==> src/rtl/dma_seq_pkg.sv <==
// Shared types and constants for the DMA sequencer.
// State encoding, address-control codes and step-code selection.
package dma_seq_pkg;

    typedef enum logic [3:0] {
        S_IDLE   = 4'd0,
        S_LOAD   = 4'd1,
        S_RD     = 4'd2,
        S_MOD    = 4'd3,
        S_WR     = 4'd4,
        S_XSTEP  = 4'd5,
        S_YSTEP  = 4'd6,
        S_PGSTEP = 4'd7,
        S_DONE   = 4'd8
    } state_t;

    localparam logic [2:0] AD_HOLD   = 3'd0;
    localparam logic [2:0] AD_XINC   = 3'd1;
    localparam logic [2:0] AD_YINC   = 3'd2;
    localparam logic [2:0] AD_LDBASE = 3'd3;
    localparam logic [2:0] AD_PGINC  = 3'd4;
    localparam logic [2:0] AD_XSKIP  = 3'd5;
    localparam logic [2:0] AD_YSKIP  = 3'd6;

    function automatic logic [2:0] step_code(
        input logic       skip,
        input logic [2:0] skip_code,
        input logic [2:0] inc_code
    );
        return skip ? skip_code : inc_code;
    endfunction

endpackage

==> src/rtl/dma_seq_cnt.sv <==
// Loadable down-counter with an is-one flag.
// Load wins over decrement; wraps modulo 2^CNT_W.
module dma_seq_cnt #(
    parameter int CNT_W = 8
) (
    input  logic             i_clk,
    input  logic             i_rst,
    input  logic             i_load,
    input  logic [CNT_W-1:0] i_load_val,
    input  logic             i_dec,
    output logic             o_is_one
);

    logic [CNT_W-1:0] r_cnt;

    always_ff @(posedge i_clk) begin
        if (i_rst) begin
            r_cnt <= '0;
        end else if (i_load) begin
            r_cnt <= i_load_val;
        end else if (i_dec) begin
            r_cnt <= r_cnt - CNT_W'(1);
        end
    end

    assign o_is_one = (r_cnt == CNT_W'(1));

endmodule

==> src/rtl/dma_seq_ctrl.sv <==
// DMA sequencer: load, read/modify/write and x/y/page step phases.
// Moore outputs toward the memory port and the address generator.
module dma_seq_ctrl
    import dma_seq_pkg::*;
#(
    parameter int CNT_W = 8
) (
    input  logic             i_clk,
    input  logic             i_rst,
    input  logic             i_start,
    input  logic [CNT_W-1:0] i_xlen,
    input  logic [CNT_W-1:0] i_ylen,
    input  logic             i_rmwb,
    input  logic             i_xskip,
    input  logic             i_yskip,
    input  logic             i_page,
    input  logic             i_abort,
    input  logic             i_mem_ack,
    output logic             o_mem_req,
    output logic             o_mem_we,
    output logic [2:0]       o_adctlp_b,
    output logic [3:0]       o_dmpst,
    output logic             o_busy,
    output logic             o_done
);

    state_t           r_state;
    state_t           w_next;
    state_t           w_access;
    logic [CNT_W-1:0] r_xlen;
    logic             r_rmwb;
    logic             r_xskip;
    logic             r_yskip;
    logic             w_latch;
    logic             w_x_load;
    logic             w_x_dec;
    logic             w_y_load;
    logic             w_y_dec;
    logic             w_x_one;
    logic             w_y_one;
    logic [CNT_W-1:0] w_x_val;
    logic [2:0]       w_code;

    assign w_access = r_rmwb ? S_WR : S_RD;
    // Row reload during YSTEP uses the latched length, not the live input.
    assign w_x_val  = w_latch ? i_xlen : r_xlen;

    always_ff @(posedge i_clk) begin
        if (i_rst) begin
            r_state <= S_IDLE;
        end else begin
            r_state <= w_next;
        end
    end

    always_ff @(posedge i_clk) begin
        if (i_rst) begin
            r_xlen  <= '0;
            r_rmwb  <= 1'b0;
            r_xskip <= 1'b0;
            r_yskip <= 1'b0;
        end else if (w_latch) begin
            r_xlen  <= i_xlen;
            r_rmwb  <= i_rmwb;
            r_xskip <= i_xskip;
            r_yskip <= i_yskip;
        end
    end

    always_comb begin
        w_next   = r_state;
        w_latch  = 1'b0;
        w_x_load = 1'b0;
        w_x_dec  = 1'b0;
        w_y_load = 1'b0;
        w_y_dec  = 1'b0;
        unique case (r_state)
            S_IDLE: begin
                if (i_start) begin
                    w_latch  = 1'b1;
                    w_x_load = 1'b1;
                    w_y_load = 1'b1;
                    w_next   = S_LOAD;
                end
            end
            S_LOAD:   w_next = w_access;
            S_RD: begin
                if (i_mem_ack) begin
                    w_next = S_MOD;
                end
            end
            S_MOD:    w_next = S_WR;
            S_WR: begin
                if (i_mem_ack) begin
                    w_next = S_XSTEP;
                end
            end
            S_XSTEP: begin
                if (w_x_one) begin
                    w_next = S_YSTEP;
                end else begin
                    w_x_dec = 1'b1;
                    w_next  = i_page ? S_PGSTEP : w_access;
                end
            end
            S_YSTEP: begin
                w_x_load = 1'b1;
                if (w_y_one) begin
                    w_next = S_DONE;
                end else begin
                    w_y_dec = 1'b1;
                    w_next  = i_page ? S_PGSTEP : w_access;
                end
            end
            S_PGSTEP: w_next = w_access;
            S_DONE:   w_next = S_IDLE;
            default:  w_next = S_IDLE;
        endcase
        if (i_abort && (r_state != S_IDLE)) begin
            w_next   = S_IDLE;
            w_x_load = 1'b0;
            w_x_dec  = 1'b0;
            w_y_dec  = 1'b0;
        end
    end

    dma_seq_cnt #(
        .CNT_W(CNT_W)
    ) u_xcnt (
        .i_clk     (i_clk),
        .i_rst     (i_rst),
        .i_load    (w_x_load),
        .i_load_val(w_x_val),
        .i_dec     (w_x_dec),
        .o_is_one  (w_x_one)
    );

    dma_seq_cnt #(
        .CNT_W(CNT_W)
    ) u_ycnt (
        .i_clk     (i_clk),
        .i_rst     (i_rst),
        .i_load    (w_y_load),
        .i_load_val(i_ylen),
        .i_dec     (w_y_dec),
        .o_is_one  (w_y_one)
    );

    always_comb begin
        w_code = AD_HOLD;
        unique case (r_state)
            S_LOAD:   w_code = AD_LDBASE;
            S_XSTEP:  w_code = step_code(r_xskip, AD_XSKIP, AD_XINC);
            S_YSTEP:  w_code = step_code(r_yskip, AD_YSKIP, AD_YINC);
            S_PGSTEP: w_code = AD_PGINC;
            default:  w_code = AD_HOLD;
        endcase
    end

    assign o_adctlp_b = ~w_code;
    assign o_dmpst    = r_state;
    assign o_mem_req  = (r_state == S_RD) || (r_state == S_WR);
    assign o_mem_we   = (r_state == S_WR);
    assign o_busy     = (r_state != S_IDLE);
    assign o_done     = (r_state == S_DONE);

endmodule

==> config.mk <==
export PLATFORM = sky130hd
export DESIGN_NAME = dma_seq_ctrl
export DESIGN_NICKNAME = d
export VERILOG_FILES = /design/src/rtl/dma_seq_pkg.sv /design/src/rtl/dma_seq_cnt.sv /design/src/rtl/dma_seq_ctrl.sv
export SDC_FILE = /design/constraint.sdc
export NUM_CORES = 1
export LEC_CHECK = 0
export CAP_MARGIN = 20
export CELL_PAD_IN_SITES_DETAIL_PLACEMENT = 0
export CELL_PAD_IN_SITES_GLOBAL_PLACEMENT = 2
export CORE_MARGIN = 4
export CORE_UTILIZATION = 31
export CTS_BUF_LIST = sky130_fd_sc_hd__clkbuf_8
export DETAILED_ROUTE_END_ITERATION = 10
export PLACE_DENSITY_LB_ADDON = 0.05
export SLEW_MARGIN = 20
export SYNTH_ARGS = -nofsm -noshare
export SYNTH_HDL_FRONTEND = slang
export SYNTH_SLANG_ARGS = --single-unit
==> constraint.sdc <==
create_clock -name i_clk -period 2.2 [get_ports i_clk]
set_input_delay 0.44 -clock i_clk [delete_from_list [all_inputs] [get_ports i_clk]]
set_output_delay 0.44 -clock i_clk [all_outputs]
set_load 0.005 [all_outputs]
==> out/summary.txt <==
status -> finished clean
Synth top area share -> 0.355
Mapped Avg Cell Area -> 8.56 um2
max-cap viol count -> 0
Residual DRC -> 0
worst-path maximum fanout -> 7
Final #Nets -> 283
CTS tree -> done
Antenna Nets Post-Route -> 0
Fin. Hold Viols -> 0
post-synthesis instance area -> 1750 um2
Sum Neg Setup Slack -> 0 ns
CP Class -> reg -> out
Overall Power -> 2.52 mW
P_leak -> 0.906 nW
Yosys cell types -> 43
H-tree levels -> 2
largest area contributor in the netlist -> dfxtp_1
Die X -> 83.1 um
PwrDens -> 1040 nW/um2
pin count of the biggest net entering global routing -> 29
Buffers on Ports -> 35
diode count -> 0
worst hold path type -> reg -> reg
Placer Congestion -> 0.784
DRT iter0 DRCs -> 77
largest cells by area after synthesis -> dfxtp_1 36%, a211oi_1 8.2%, nor2_1 4.9%
Final Worst Setup Slack -> 0.126 ns
Final min period -> 2.07 ns
share of cells above drive strength 1 -> 0.161
most common cell after layout, fill and taps aside -> clkdlybuf4s50_1
pre-CTS setup slack -> -0.0185 ns
drt wl/cell -> 13.5 um
first-pass GRT wire length -> 7.60 mm
Worst-path clk slew -> 0.06 ns
num rows -> 27
DIE HEIGHT -> 83.1 um
die area -> 6900 um2
final setup violation count -> 0
hold-fix buffers at CTS -> 0
Worst-Margin Slew -> 0.591 ns
arrival time worst endpoint -> 1.63 ns
clock tree buffer depth -> 2
CTS root buffer -> clkbuf_8
Routed Wire Length -> 4.40 mm
Cells after DPL -> 316
non-filler instance count after layout -> 326
total gr overflow -> 0
startpoint types -> register
io pins -> 36
clk_skew -> 0.00659 ns
P&R area growth vs syn -> 38.2%
WHS -> 0.465 ns
Cells after Synth -> 204
Num CTS Buffers -> 5
most frequent cells in the layout -> 34 x clkdlybuf4s50_1, 27 x dfxtp_1, 23 x nor2_1
syn nets -> 233
drt pass-1 iters -> 4
core area -> 5470 um2
Relative slew margins -> 0.603
DR vias -> 1637
DP HPWL -> 3.25 mm
Overall Global Routing Usage -> 0.133
clock tree sinks -> 31
Synth Register Bits -> 31
Worst Setup End Kind -> primary output
WP data required -> 1.76 ns
Starting Density -> 0.319
sequential-to-total area share from yosys stat -> 0.355
YS warnings -> 0
Clock Latency Late Sink -> 0.28 ns
final worst path period share -> 0.943
vias per cell -> 5.02
unrepaired setup endpoints after global routing -> no
Final Max Tran Viols -> 0
initial antenna violation count -> 0
Max Freq -> 0.482 GHz
Peak VDD IR -> 0.431 mV
vias in the first global route -> 1621
-- worst paths after layout --
path                                 startpoint              end  slack [ns]  cells after the start
worst min-delay path                    r_yskip          r_yskip        0.46                      2
worst min register to register          r_yskip          r_yskip        0.46                      2
worst max-delay path                 o_dmpst[0]        o_mem_req        0.13                      5
worst max register to register  u_xcnt.r_cnt[1]  u_xcnt.r_cnt[2]        0.23                      9
-- layer usage --
metal,up-vias,track usage,share of wire
met4,0,0.0535,0.015
met5,-,0,0
met3,5,0.0278,0.034
li1,840,-,-
met1,755,0.157,0.45
met2,37,0.232,0.50
-- worst max-delay path, stage by stage (launching register included) --
cell and delay, ns:
dfxtp_4 0.36, buf_4 0.16, nor2_1 0.12, o21ai_0 0.15, inv_1 0.08, clkdlybuf4s50_1 0.49
-- state kept, by name, summed over array words and instances, names as in the netlist --
signal        cells
r_rmwb            1
u_xcnt.r_cnt      8
o_dmpst           4
r_yskip           1
r_xskip           1
r_xlen            8
u_ycnt.r_cnt      8
-- logic make-up after synthesis --
logic type / count (synthesis) / synth area share
AO/OA/AOI/OAI: 55 / 0.215
flip-flops: 31 / 0.355
multiplexers: 8 / 0.0458
buffers and inverters: 21 / 0.0501
AND/OR/NAND/NOR: 76 / 0.260
adder cells (fa/ha/maj): 4 / 0.0287
XOR/XNOR: 9 / 0.0451
-- Yosys cell counts (all sizes together) --
| cell type | count |
|---|---|
| a31oi | 1 |
| a21o | 3 |
| or4 | 1 |
| nor4 | 4 |
| or4b | 3 |
| a311oi | 2 |
| a211oi | 19 |
| nor3b | 4 |
| nand4bb | 2 |
| clkbuf | 7 |
| o21ai | 9 |
| a21oi | 14 |
| nor4b | 2 |
| nand2b | 3 |
| nand3 | 1 |
| nor2b | 3 |
| a2111oi | 1 |
| nor2 | 23 |
| nand3b | 5 |
| o2bb2ai | 2 |
| o221ai | 1 |
| mux2i | 8 |
| xnor2 | 3 |
| nand2 | 14 |
| inv | 9 |
| a2bb2oi | 1 |
| or3b | 1 |
| xor2 | 6 |
| ha | 4 |
| a21boi | 1 |
| buf | 5 |
| and2 | 1 |
| or3 | 3 |
| nand4b | 1 |
| nor3 | 5 |
| dfxtp | 31 |
| a41oi | 1 |
-- cell type report --
class,instances,area (um2)
Tap cell,72,90.1
Clock buffer,6,82.6
Timing Repair Buffer,55,515
Fill cell,555,3060
Clock inverter,1,5.00
Sequential cell,31,633
Multi-Input combinational cell,152,1050
Inverter,9,33.8
-- per-stage QoR --
step | instance area, um2 | util
final | 2410 | 0.441
after global routing | 2410 | 0.441
after CTS | 2370 | 0.433
after detailed placement | 2270 | 0.415
after global placement | 2270 | 0.415
after floorplan | 1750 | -
-- power breakdown --
group,internal [mW],switching (mW),leakage (nW)
registers,0.717,0.157,0.258
clock network,0.245,0.201,0.0470
logic,0.636,0.563,0.601
total,1.60,0.921,0.906
-- repair_timing --
action / CTS / global route
setup endpoints to repair: 4 / 6
resized for setup: 4 / 8
buffers inserted: 0 / 3
No activity file was read; power rests on OpenSTA's default activity.
